===== src/rtl/dft4_pkg.sv =====
// Shared types for the 4-point DFT accumulator engine: FSM states and the
// twiddle-to-add/sub mapping used by both accumulator lanes.
package dft4_pkg;

   typedef enum logic [1:0] {
      ST_LOAD = 2'd0,
      ST_CALC = 2'd1,
      ST_OUT  = 2'd2
   } state_t;

   // Operand source for a lane: real part (a) or imaginary part (b) of x[n]
   localparam logic SRC_A = 1'b0;
   localparam logic SRC_B = 1'b1;

   typedef struct packed {
      logic re_src;
      logic re_sub;
      logic im_src;
      logic im_sub;
   } tw_sel_t;

   // x*(-j)^m for x = a + jb reduces to a swap and/or negation of a and b
   function automatic tw_sel_t twiddle_sel(input logic [1:0] m);
      tw_sel_t s;
      s = '{SRC_A, 1'b0, SRC_B, 1'b0};
      case (m)
         2'd0: s = '{SRC_A, 1'b0, SRC_B, 1'b0};  // re+=a, im+=b
         2'd1: s = '{SRC_B, 1'b0, SRC_A, 1'b1};  // re+=b, im-=a
         2'd2: s = '{SRC_A, 1'b1, SRC_B, 1'b1};  // re-=a, im-=b
         2'd3: s = '{SRC_B, 1'b1, SRC_A, 1'b0};  // re-=b, im+=a
         default: s = '{SRC_A, 1'b0, SRC_B, 1'b0};
      endcase
      return s;
   endfunction

endpackage


===== src/rtl/dft4_acc_lane.sv =====
// One add/sub accumulator lane. Picks a or b, sign-extends it to the
// accumulator width and adds or subtracts it; load restarts from zero.
module dft4_acc_lane
   import dft4_pkg::*;
#(
   parameter int W_IN  = 8,
   parameter int W_ACC = W_IN + 2
) (
   input  logic             clk,
   input  logic             rst,
   input  logic [W_IN-1:0]  a,
   input  logic [W_IN-1:0]  b,
   input  logic             src_sel,
   input  logic             sub,
   input  logic             load,
   input  logic             en,
   output logic [W_ACC-1:0] acc
);

   logic [W_ACC-1:0] term;
   logic [W_ACC-1:0] base;
   logic [W_ACC-1:0] acc_d;
   logic [W_ACC-1:0] acc_q;

   // Select and sign-extend the term, then accumulate (or restart on load)
   always_comb begin
      term  = (src_sel == SRC_B) ? {{(W_ACC-W_IN){b[W_IN-1]}}, b}
                                 : {{(W_ACC-W_IN){a[W_IN-1]}}, a};
      base  = load ? '0 : acc_q;
      acc_d = acc_q;
      if (en) begin
         acc_d = sub ? (base - term) : (base + term);
      end
   end

   // Accumulator register
   always_ff @(posedge clk or negedge rst) begin
      if (!rst) acc_q <= '0;
      else      acc_q <= acc_d;
   end

   assign acc = acc_q;

endmodule


===== src/rtl/dft4_acc_seq.sv =====
// Multiplier-free 4-point DFT: buffers 4 complex samples, then for each bin
// k runs 4 add/sub cycles on re/im lanes and presents X[k] until accepted.
module dft4_acc_seq
   import dft4_pkg::*;
#(
   parameter int W_IN  = 8,
   parameter int W_ACC = W_IN + 2
) (
   input  logic             clk,
   input  logic             rst,
   input  logic             in_valid,
   output logic             in_ready,
   input  logic [W_IN-1:0]  in_re,
   input  logic [W_IN-1:0]  in_im,
   output logic             out_valid,
   input  logic             out_ready,
   output logic [W_ACC-1:0] out_re,
   output logic [W_ACC-1:0] out_im,
   output logic [1:0]       out_k
);

   state_t state_d, state_q;
   logic [1:0] idx_d, idx_q;
   logic [1:0] n_d, n_q;
   logic [1:0] k_d, k_q;
   logic [3:0][W_IN-1:0] samp_re_d, samp_re_q;
   logic [3:0][W_IN-1:0] samp_im_d, samp_im_q;

   logic       calc_en;
   logic [1:0] m;
   tw_sel_t    sel;

   // FSM next state, sample capture, counters and handshake outputs
   always_comb begin
      state_d   = state_q;
      idx_d     = idx_q;
      n_d       = n_q;
      k_d       = k_q;
      samp_re_d = samp_re_q;
      samp_im_d = samp_im_q;
      in_ready  = 1'b0;
      out_valid = 1'b0;
      calc_en   = 1'b0;
      case (state_q)
         ST_LOAD: begin
            in_ready = 1'b1;
            if (in_valid) begin
               samp_re_d[idx_q] = in_re;
               samp_im_d[idx_q] = in_im;
               idx_d            = idx_q + 2'd1;
               if (idx_q == 2'd3) begin
                  state_d = ST_CALC;
                  k_d     = 2'd0;
                  n_d     = 2'd0;
               end
            end
         end
         ST_CALC: begin
            calc_en = 1'b1;
            n_d     = n_q + 2'd1;  // wraps to 0 after the last term
            if (n_q == 2'd3) state_d = ST_OUT;
         end
         ST_OUT: begin
            out_valid = 1'b1;
            if (out_ready) begin
               if (k_q == 2'd3) begin
                  state_d = ST_LOAD;
                  idx_d   = 2'd0;
                  k_d     = 2'd0;
               end else begin
                  state_d = ST_CALC;
                  k_d     = k_q + 2'd1;
                  n_d     = 2'd0;
               end
            end
         end
         default: begin
            state_d = ST_LOAD;
            idx_d   = 2'd0;
         end
      endcase
   end

   // State, counters and sample buffer; reset drops any partial frame
   always_ff @(posedge clk or negedge rst) begin
      if (!rst) begin
         state_q   <= ST_LOAD;
         idx_q     <= 2'd0;
         n_q       <= 2'd0;
         k_q       <= 2'd0;
         samp_re_q <= '0;
         samp_im_q <= '0;
      end else begin
         state_q   <= state_d;
         idx_q     <= idx_d;
         n_q       <= n_d;
         k_q       <= k_d;
         samp_re_q <= samp_re_d;
         samp_im_q <= samp_im_d;
      end
   end

   // Twiddle exponent (n*k) mod 4 falls out of a 2-bit product
   assign m   = n_q * k_q;
   assign sel = twiddle_sel(m);

   dft4_acc_lane #(.W_IN(W_IN), .W_ACC(W_ACC)) u_lane_re (
      .clk     (clk),
      .rst     (rst),
      .a       (samp_re_q[n_q]),
      .b       (samp_im_q[n_q]),
      .src_sel (sel.re_src),
      .sub     (sel.re_sub),
      .load    (n_q == 2'd0),
      .en      (calc_en),
      .acc     (out_re)
   );

   dft4_acc_lane #(.W_IN(W_IN), .W_ACC(W_ACC)) u_lane_im (
      .clk     (clk),
      .rst     (rst),
      .a       (samp_re_q[n_q]),
      .b       (samp_im_q[n_q]),
      .src_sel (sel.im_src),
      .sub     (sel.im_sub),
      .load    (n_q == 2'd0),
      .en      (calc_en),
      .acc     (out_im)
   );

   assign out_k = k_q;

endmodule


===== config.mk =====
export PLATFORM = sky130hd
export DESIGN_NAME = dft4_acc_seq
export DESIGN_NICKNAME = d
export VERILOG_FILES = /design/src/rtl/dft4_pkg.sv /design/src/rtl/dft4_acc_lane.sv /design/src/rtl/dft4_acc_seq.sv
export SDC_FILE = /design/constraint.sdc
export NUM_CORES = 1
export LEC_CHECK = 0
export BUFFER_PORTS_ARGS = -buffer_cell sky130_fd_sc_hd__buf_2
export CORE_ASPECT_RATIO = 0.6
export CORE_MARGIN = 4
export CORE_UTILIZATION = 50
export CTS_BUF_LIST = sky130_fd_sc_hd__clkbuf_4
export CTS_CLUSTER_SIZE = 30
export DETAILED_ROUTE_END_ITERATION = 8
export GPL_ROUTABILITY_DRIVEN = 0
export HOLD_SLACK_MARGIN = 0.06
export PLACE_DENSITY = 0.68
export SLEW_MARGIN = 20
export SYNTH_ARGS = -nofsm -noshare
export SYNTH_HDL_FRONTEND = slang
export SYNTH_SLANG_ARGS = --single-unit

===== constraint.sdc =====
create_clock -name clk -period 5 [get_ports clk]
set_clock_uncertainty 0.2 [all_clocks]
set_input_delay 0 -clock clk [delete_from_list [all_inputs] [get_ports clk]]
set_output_delay 0 -clock clk [all_outputs]
set_load 0.03 [all_outputs]

Word-level counts from Yosys, hierarchy flattened
Index checks and enable logic that the tools add are counted.
Operators by class
  $add $sub $neg: 7
  $mul: 1
  divide/modulo/power cells: 0
  magnitude comparators: 3
  eq/ne operators: 14
  shifts and indexed selects: 0
  muxes and demuxes: 36
  bitwise operators: 1
  reductions and logical operators: 11
Operator list (count)
  $bwmux W32: 2
  $mux W10: 6
  $bmux W8 S2: 2
  $mux W2: 13
  $mux W8: 3
  $add A10 B10 Y10: 2
  $sub A10 B10 Y10: 2
  $pmux W2 S3: 3
  $demux W8 S2: 1
  $pmux W4 S4: 1
  $eq A2 B2 Y1 const B: 6
  $ne A2 B2 Y1 const B: 6
  $reduce_and A4 Y1: 3
  $add A2 B1 Y2 const B: 3
  $logic_not A2 Y1: 3
  $lt A2 B3 Y1 const B: 2
  $reduce_and A5 Y1: 1
  $eq A2 B1 Y1 const B: 2
  $mux W1: 4
  $pmux W2 S2: 1
  $reduce_bool A3 Y1: 1
  $ge A2 B1 Y1 const B: 1
  $mul A2 B2 Y2: 1
  $reduce_and A2 Y1: 1
  3 further kinds: 3
Word-level totals
  bits in registers: 92
  bits in latches: 0
  bits in writable memories: 0
  ROM bits: 0
  memories: 0

Longest topological paths before layout
Gate-level depths: netlist of run 1.
  depth after elaboration: 6
  mapped depth: 20

Hierarchy
A second synthesis of run 1 with hierarchy kept.
Second synthesis, totals
  cells, all modules: 472
  area, all modules: 5765.5 um^2
Modules (own cells, without submodules)
  dft4_acc_seq: instances 1, cells an instance 224, area each 3465.8 um^2, seq. area each 1801.7 um^2
  dft4_acc_lane: instances 2, cells an instance 124, area each 1149.9 um^2, seq. area each 250.2 um^2

Worst setup path after synthesis of run 1
No wires, ideal clock.
  path type: flip-flop to flip-flop
  start point: register n_q[0]
  end point: register u_lane_im.acc_q[9], in the netlist u_lane_im.acc[9]
  arrival: 4.184 ns
  data required time: 4.668 ns
  slack: 0.484 ns
  cell stages (with the launch flop): 20
  buffers on the path: 4
  period minus slack after synthesis: 4.516 ns
  cell sequence: dfrtp_1 > buf_2 > buf_2 > buf_2 > clkbuf_1 > mux4_2 > mux2i_1 > ha_1 > nand2_1 > o21ai_0 > inv_1 > ha_1 > nor2b_1 > o21a_1 > o21ai_1 > a21oi_1 > a221oi_1 > xor2_1 > o21ai_1 > or3b_1
On the way
  word-level cells in the longest chain between the ends: 6
Ends and longest elaborated chain
  from (decl): RTL line dft4_acc_seq.sv:24  | logic [1:0] n_d, n_q;
  from (signal assigned): RTL line dft4_acc_seq.sv:96  | n_q <= n_d;
  $mul A2 B2 Y2: RTL line dft4_acc_seq.sv:104  | assign m = n_q * k_q;
  $eq A2 B2 Y1, or another cell as far along: RTL line dft4_pkg.sv:26  | case (m)
  $pmux W4 S4: RTL line dft4_pkg.sv:26
  $mux W10: RTL line dft4_acc_lane.sv:27  | term = (src_sel == SRC_B) ? {{(W_ACC-W_IN){b[W_IN-1]}}, b}
  $add A10 B10 Y10 / $sub A10 B10 Y10 (equally long branches): RTL line dft4_acc_lane.sv:32  | acc_d = sub ? (base - term) : (base + term);
  $mux W10 (*): RTL line dft4_acc_lane.sv:32
  to (signal assigned): RTL line dft4_acc_lane.sv:38  | if (!rst) acc_q <= '0;
  to (signal assigned): RTL line dft4_acc_lane.sv:39  | else acc_q <= acc_d;
  to (decl): RTL line dft4_acc_lane.sv:23  | logic [W_ACC-1:0] acc_q;
Every way passes the cells marked *; elsewhere a longest branch is shown, timed or not. The select of a mux whose other input is x is not followed.
A chain may end at the register's enable or synchronous reset.

Final worst setup path of run 1
Same ends and word-level chain as after synthesis.

==> results.cfg, run 1 <==
[placement]
dp_hpwl_um = 10100
port_buffers = 43

[synthesis]
ys.flop_type = dfrtp_1
syn-num-nets = 603
synthMuxAreaShare_pct = 21.8
synth_area_leaders = dfrtp_1, mux2_2, ha_1
synth_commonest_cells = dfrtp_1, mux2_2, nand2_1, o21ai_0, ha_1
synthesis.area_um2 = 5860
yosys.area_share.simple_pct = 13.7
synth_seq_cells = 92
synth_fa_ha_area_share_pct = 6.66
synth_cells = 553
yosysTopAreaCellShare_pct = 39.3
async_flop_share_pct = 100
synth_top_family_by_area = multiplexers
synth-xor-area-share_pct = 3.29
synth_cell_types = 57
synth.most_common_cell = dfrtp_1
yosysTopAreaCell = dfrtp_1
yosysWarnings = 0
avgSynthCellArea_um2 = 10.6
synth_edf_count = 0
synth-seq-area-share_pct = 39.3
synth-compound-area-share_pct = 11.7

[route]
ant_nets = 0
wirelength_um = 13500
num_vias = 4399
dr.pass1.iters = 5
drt_iter0_drc = 275
drc = 0
routedWlPerCell_um = 17.5
via_per_inst = 5.71

[sta]
hold_violations = 0
fin_crit_sh_pct = 89.8
tns_ns = 0
rsz0062_at_grt = no
tightest_slew_ns = 0.937
min_period_ns = 4.49
setup_viol = 0
final-max-slew-violation-count = 0
fmax_mhz = 223
relSlewSlack_pct = 37.6

[clocking]
clock-root-buffer = clkbuf_4
postCtsResizedCells = 0
cts_tree = built
path_clk_slew_ns = 0.15
cts_buffers = 9
insertion_delay_ns = 0.46
clk_path_buf_depth = 2
htreeDepth = 3
cts_num_sinks = 92

[run]
cap_violations = 0

[grt]
antenna_found_initial = 0
grt_pass1_vias = 4208
grt_max_degree = 52
grt_pass1_wl_um = 22200
overflow = 0
grt_usage_pct = 20.4

[setup_path]
start_kind = flip-flop
cp_max_fo = 22
rr_worst_depth = 15
end_kind = flip-flop
cp.arrival_ns = 4.63
worstSetupPathType = reg2reg
r2r_setup_slack_ns = 0.51
critical_path_required_ns = 5.14

[floorplanning]
fp.dieH_um = 91.9
ios = 44
core_um2 = 11400
die_x_um = 148
num_rows = 30
start_util_pct = 51.5
dieArea_um2 = 13600

[hold_path]
hold_depth = 3
hp-class = in2reg

[cells_and_area]
drive_gt1_share_pct = 26.1
antenna_cells = 0
area_growth_pct = 11.4
fin_nets = 656
fillers = 984

[outcome]
status = completed
-- final timing paths --
kind,from,to
max,n_q[0],u_lane_im.acc[9]
min,in_im[1],samp_im_q[9]
max reg2reg,n_q[0],u_lane_im.acc[9]
min reg2reg,u_lane_im.acc[3],u_lane_im.acc[3]
max in group asynchronous,rst,samp_im_q[18]
min in group asynchronous,rst,u_lane_re.acc[3]
-- layout make-up --
class / count / area (um^2) / share of cell area [%]
clock buffer: 9 / 67.6 / 1.04
clock inverter: 6 / 47.5 / 0.728
tap: 160 / 200 / 3.07
inverter: 19 / 71.3 / 1.09
multi-input combinational: 413 / 3350 / 51.3
timing repair buffer: 71 / 490 / 7.51
sequential: 92 / 2300 / 35.3
-- through the flow --
step                      setup WS (ns)  hold WS (ns)  utilization, %  cells  area [um^2]
after detailed placement          0.559        -0.173            54.4    734         6190
after global routing              0.145         0.127            57.4    770         6530
after global placement            0.674        -0.181            54.4    734         6190
after floorplan                   0.484        -0.496               -    553         5860
final                             0.510         0.141            57.4    770         6530
after CTS                         0.523         0.114            57.4    770         6530
-- flip-flops by register name, summed over array words and instances (netlist names) --
signal	flops
samp_im_q	32
samp_re_q	32
u_lane_im.acc	10
u_lane_re.acc	10
idx_q	2
n_q	2
out_k	2
state_q	2
-- critical path, stage by stage, from the launching register on --
cell      delay, ns
dfrtp_1        0.66
buf_4          0.37
mux4_2         0.60
nor2_1         0.15
mux2_2         0.18
nand2_1        0.06
nand2_1        0.07
xnor2_1        0.13
ha_1           0.26
or2_2          0.28
a211oi_1       0.25
a21oi_1        0.08
a221oi_1       0.33
xor2_1         0.28
o21ai_1        0.10
or3b_1         0.36
-- layer usage --
metal,vias to the layer above,wire [um],global-route usage (%)
li1,2096,-,-
met1,2167,6600,32.0
met4,0,90,3.72
met5,-,0,0
met3,10,828,3.70
met2,126,5950,29.7
-- repair_timing --
action,in CTS,in global routing
buffers inserted,0,0
hold endpoints to repair,164,0
hold buffers,21,0
-- logic make-up (layout without fill, tap and decap cells) --
family | count (synthesis) | in the layout
compound gates | 107 | 107
xor+xnor | 22 | 22
fa+ha+maj | 30 | 30
buf+inv | 48 | 105
flops | 92 | 92
mux | 100 | 100
simple gates | 154 | 154
-- cells in the final DEF, fill, tap and decap left out, drive strengths merged, types with 2 or more instances in the layout --
cell	Yosys	layout
mux2	70	70
mux4	15	15
mux2i	15	15
fa	2	2
or3	3	3
or2	2	2
and3	4	4
o31ai	8	8
ha	28	28
a21oi	25	25
nand4b	2	2
a32o	2	2
nor3b	2	2
a211oi	10	10
nor2b	24	24
a22o	2	2
dlygate4sd3	0	20
o21a	3	3
o21ai	40	40
clkinvlp	0	4
o211ai	4	4
buf	13	51
or3b	4	4
nand3b	2	2
nor2	27	27
inv	18	20
nor3	16	16
o31a	2	2
xnor2	11	11
dfrtp	92	92
nand3	2	2
and2	7	7
xor2	11	11
nand2b	16	16
nand2	41	41
clkbuf	16	9
a221o	2	2
Power of run 1 is left out: the tool's default activity adds up to more than one toggle a clock period on the data nets, which glitch-free logic cannot reach.
==> inputs of run 2 (changes only) <==
- ABC_AREA: default -> 1
- CORE_UTILIZATION: 50 -> 40
- PLACE_DENSITY: 0.68 -> 0.61
==> results.cfg, run 2 <==
[setup_path]
max_stage_delay_ns = 0.85
crit_buf_inv = 2
rr_worst_depth = 20
cp.arrival_ns = 4.27
start_kind = flip-flop
crit_chain = nand2_1 -> xnor2_1 -> inv_1 -> ha_1 -> o21ai_2 -> inv_1 -> nor2_1 -> xor2_1 -> ha_1 -> nand3_1 -> nand2_1 -> nand2_1 -> nand2_1 -> a21oi_1 -> nor2_1 -> o21ai_0 -> nand2_1 -> or2_2 -> nand3_1 -> o21ai_0
critPathTopFamily = simple AND/OR/NAND/NOR gates
worstSetupPathType = reg2reg
end_kind = flip-flop
path_depth = 20
cp_max_fo = 21
cpMostUsedCell = nand2_1
critical_path_required_ns = 5.15
crit_path_top_delay_cell = dfrtp_1

[hold_path]
hp-class = in2reg
hold_depth = 4

[sta]
min_period_ns = 4.12
tightest_slew_ns = 1.06
setup_viol = 0
hold_violations = 0
fin_crit_sh_pct = 82.3
fmax_mhz = 243
tns_ns = 0
rsz0062_at_grt = no
relSlewSlack_pct = 29.3
final-max-slew-violation-count = 0

[floorplanning]
num_rows = 33
die_x_um = 161
ios = 44
fp.dieH_um = 99.8
dieArea_um2 = 16100
start_util_pct = 41.0
core_um2 = 13700

[clocking]
clock-root-buffer = clkbuf_4
cts_buffers = 9
cts_tree = built
ctsHoldBuffers = 22
path_clk_slew_ns = 0.17
htreeDepth = 3
cts_num_sinks = 92
insertion_delay_ns = 0.46
postCtsSetupRepairBufs = 0
postCtsResizedCells = 0
clk_path_buf_depth = 2

[synthesis]
synth-seq-area-share_pct = 41.0
synthesis.area_um2 = 5620
ys.flop_type = dfrtp_1
synth_edf_count = 0
avgSynthCellArea_um2 = 7.33
synth_area_leaders = dfrtp_1, nand2_1, o21ai_0
yosysWarnings = 0
synth_top_family_by_area = simple AND/OR/NAND/NOR gates
syn-num-nets = 816
synthMuxAreaShare_pct = 0
synth_fa_ha_area_share_pct = 6.95
yosysTopAreaCell = dfrtp_1
synth_seq_cells = 92
synth_commonest_cells = nand2_1, o21ai_0, dfrtp_1, inv_1, nand3_1
synth_cell_types = 30
async_flop_share_pct = 100
synth.most_common_cell = nand2_1
yosys.area_share.simple_pct = 28.2
synth-xor-area-share_pct = 2.96
yosysTopAreaCellShare_pct = 41.0
synth_cells = 766
synth-compound-area-share_pct = 12.3

[cells_and_area]
mostFrequentLayoutCells = nand2_1, o21ai_0, dfrtp_1
top_regs = samp_im_q: 32 flops, samp_re_q: 32 flops
fin_nets = 868
fillers = 1431
fin_cells = 1015
multiInputGateArea_um2 = 2830
seqCellArea_um2 = 2300
antenna_cells = 0
drive_gt1_share_pct = 10.8
area_growth_pct = 12.6
final_common_cell = nand2_1

[placement]
dp_hpwl_um = 9680
placed_cells = 977
port_buffers = 43

[route]
num_vias = 4884
wirelength_um = 13400
drc = 0
routedWlPerCell_um = 13.2
dr.pass1.iters = 5
drt_iter0_drc = 338
ant_nets = 0
via_per_inst = 4.81

[grt]
grt.met3_usage_pct = 3.73
busiest_layer = met1
grt_pass1_wl_um = 23300
grt_max_degree = 60
grt_usage_pct = 17.8
antenna_found_initial = 0
use_met1_pct = 28.8
overflow = 0
grt_pass1_vias = 4576
grtUsageMet2_pct = 24.8

[outcome]
status = completed

[run]
cap_violations = 0
==> run 2: changes by cell type after synthesis, sizes merged, moves of 16 or more <==
cell	change
nand2	+241
mux2	-70
nand3	+54
nor2b	-24
nand2b	-16
inv	+63
o21ai	+59
==> run 2: worst min-delay path, delay by kind of cell <==
kind / cells / cell delay, ns
buffers and inverters: 3 / 0.65
AO/OA/AOI/OAI: 1 / 0.15
==> run 2: logic make-up after synthesis <==
| kind of cell | after synthesis |
|---|---|
| AO/OA/AOI/OAI | 130 |
| XOR/XNOR | 19 |
| AND/OR/NAND/NOR | 385 |
| adder cells (fa/ha/maj) | 30 |
| flip-flops | 92 |
| buffers and inverters | 110 |
==> run 2: cell type report <==
class / instances / share of cell area (%)
multi-input cells: 564 / 44.8
flip-flops and latches: 92 / 36.4
repair buffers: 70 / 7.68
inverters: 81 / 4.97
well taps: 192 / 3.80
clock inverters: 7 / 1.29
clock buffers: 9 / 1.07
==> run 2: final timing paths <==
path                               startpoint                to  slack (ns)
worst max-delay path                   n_q[0]  u_lane_re.acc[8]        0.88
worst min-delay path                 in_re[4]     samp_re_q[20]        0.16
worst max register to register         n_q[0]  u_lane_re.acc[8]        0.88
worst min register to register  samp_im_q[14]     samp_im_q[14]        0.31
max in group asynchronous                 rst     samp_im_q[30]        3.50
min in group asynchronous                 rst     samp_im_q[16]        0.36
==> run 2: routing by layer <==
metal / wire length [um] / vias to the layer above
met2: 5050 / 119
met4: 72 / 0
met1: 7480 / 2214
met3: 806 / 9
li1: - / 2542
met5: 0 / -
==> run 2: per-stage QoR <==
stage | hold WS, ns | util, % | area (um^2) | setup WS, ns
detailed placement | -0.215 | 43.4 | 5940 | 0.936
finish | 0.163 | 46.1 | 6320 | 0.884
global route | 0.154 | 46.1 | 6320 | 0.471
floorplan | -0.496 | - | 5620 | 1.54
CTS | 0.146 | 46.1 | 6320 | 0.919
global placement | -0.215 | 43.4 | 5940 | 0.980
Power of run 2 is left out for the same reason.
==> inputs of run 3 (changes only) <==
- PLACE_DENSITY: 0.61 -> 0.63
- clock period: 5 -> 3.55 ns (I/O delays scaled with it)
==> results.cfg, run 3 (synthesized netlist as in run 2, its figures left out) <==
[sta]
min_period_ns = 3.39
relSlewSlack_pct = 30.7
rsz0062_at_grt = yes
fin_crit_sh_pct = 95.4
setup_viol = 0
final-max-slew-violation-count = 0
hold_ws_ns = 0.186
tightest_slew_ns = 1.04
fmax_mhz = 295
hold_violations = 0

[hold_path]
worstHoldStart = in_re[5]
hp-class = in2reg
hold_end = samp_re_q[29]
hold_depth = 4

[outcome]
status = completed

[route]
routedWlPerCell_um = 13.4
drc = 0
wirelength_um = 14000
drt_iter0_drc = 332
ant_nets = 0
dr.pass1.iters = 5
num_vias = 5016
via_per_inst = 4.82

[clocking]
cts_num_sinks = 92
cts_tree = built
path_clk_slew_ns = 0.15
clock-root-buffer = clkbuf_4
cts_buffers = 9
htreeDepth = 3
clk_path_buf_depth = 2
insertion_delay_ns = 0.45

[floorplanning]
fp.dieH_um = 99.8
dieArea_um2 = 16100
ios = 44
core_um2 = 13700
num_rows = 33
die_x_um = 161
start_util_pct = 41.0

[cells_and_area]
antenna_cells = 0
top_regs = samp_im_q: 32 flops, samp_re_q: 32 flops
area_growth_pct = 20.5
drive_gt1_share_pct = 17.9
fin_area_um2 = 6770
final_util_pct = 49.4
final_common_cell = nand2_1
fin_nets = 894
mostFrequentLayoutCells = nand2_1, o21ai_0, dfrtp_1

[grt]
grt_pass1_vias = 4641
overflow = 0
antenna_found_initial = 0
grt_max_degree = 56
grt_usage_pct = 17.7
grt_pass1_wl_um = 23200

[setup_path]
worstSetupPathType = reg2reg
rr_worst_depth = 19
end_kind = flip-flop
r2r_setup_slack_ns = 0.16
start_kind = flip-flop
critPathTopFamily = simple AND/OR/NAND/NOR gates
cp_max_fo = 7
crit_path_top_delay_cell = dfrtp_2
cp.arrival_ns = 3.53
max_stage_delay_ns = 0.59
rr_startpoint = n_q[0]
critical_path_required_ns = 3.69
crit_chain = nand2_2 -> xnor2_2 -> inv_1 -> ha_4 -> o21ai_2 -> nand2_2 -> xnor2_2 -> ha_1 -> a21oi_1 -> nand2_1 -> nand2_2 -> nand2_1 -> a21oi_2 -> nor2_1 -> o21ai_1 -> nand2_1 -> or2_2 -> nand3_1 -> o21ai_0
timing.rr.end = u_lane_re.acc[8]
crit_buf_inv = 1

[run]
cap_violations = 0

[placement]
dp_hpwl_um = 9530
place_area_um2 = 6090
port_buffers = 43
run 3: cell count changes in the layout (fill, tap and decap cells not counted), moves of 3 or more:
| cell | previous run | this run |
|---|---|---|
| xnor2_2 | 0 | 3 |
| buf_4 | 6 | 26 |
| nand2_1 | 271 | 258 |
| ha_1 | 28 | 24 |
| nand2_2 | 10 | 20 |
| o21ai_1 | 0 | 4 |
| a21oi_1 | 16 | 11 |
| xnor2_1 | 5 | 2 |
| a21oi_2 | 0 | 5 |
| ha_4 | 0 | 3 |
| o21ai_0 | 96 | 91 |
| nor2_2 | 0 | 4 |
| nor2_1 | 41 | 37 |
run 3: final cells by class:
type	count	area (um^2)
fill	1414	6940
multi-input combinational	564	3010
sequential	92	2300
timing repair buffer	96	764
inverter	81	319
tap	192	240
clock buffer	10	75.1
clock inverter	6	61.3
run 3: worst min-delay path, cell delays in order:
cell	delay (ns)
dlygate4sd3_1	0.52
buf_2	0.09
inv_1	0.06
o21ai_0	0.14
run 3: repair_timing:
action                                 in CTS  in global routing
setup endpoints to repair                   0                  9
buffers inserted                            0                  9
hold buffers                               22                  0
endpoints found under the hold margin     164                  0
resized for setup                           0                 51
run 3: how the worst max path moves through the flow:
| stage | start | end | slack [ns] | depth (start not counted) |
|---|---|---|---|---|
| floorplan | out_k[0] | u_lane_re.acc[8] | 0.09 | 20 |
| CTS | n_q[0] | u_lane_re.acc[8] | 0.02 | 21 |
| global placement | n_q[0] | u_lane_re.acc[8] | 0.13 | 22 |
| finish | n_q[0] | u_lane_re.acc[8] | 0.16 | 19 |
| global route | n_q[0] | u_lane_im.acc[8] | -0.04 | 19 |
| detailed placement | n_q[0] | u_lane_re.acc[8] | 0.04 | 22 |
run 3: per-layer routing:
metal / track usage [%] / share of wire (%) / vias to the layer above
met5: 0 / 0 / -
met4: 2.56 / 0.52 / 0
met3: 3.45 / 3.3 / 8
met2: 25.7 / 40 / 64
met1: 27.8 / 56 / 2337
li1: - / - / 2607
run 3: through the flow:
stage	setup WS [ns]	std cells	TNS, ns
5_1_grt	-0.0426	1041	-0.0845
3_5_place_dp	0.0441	992	0
6_report	0.164	1041	0
3_3_place_gp	0.126	992	0
2_1_floorplan	0.0889	766	0
4_1_cts	0.0197	1030	0
Power of run 3 is left out for the same reason.
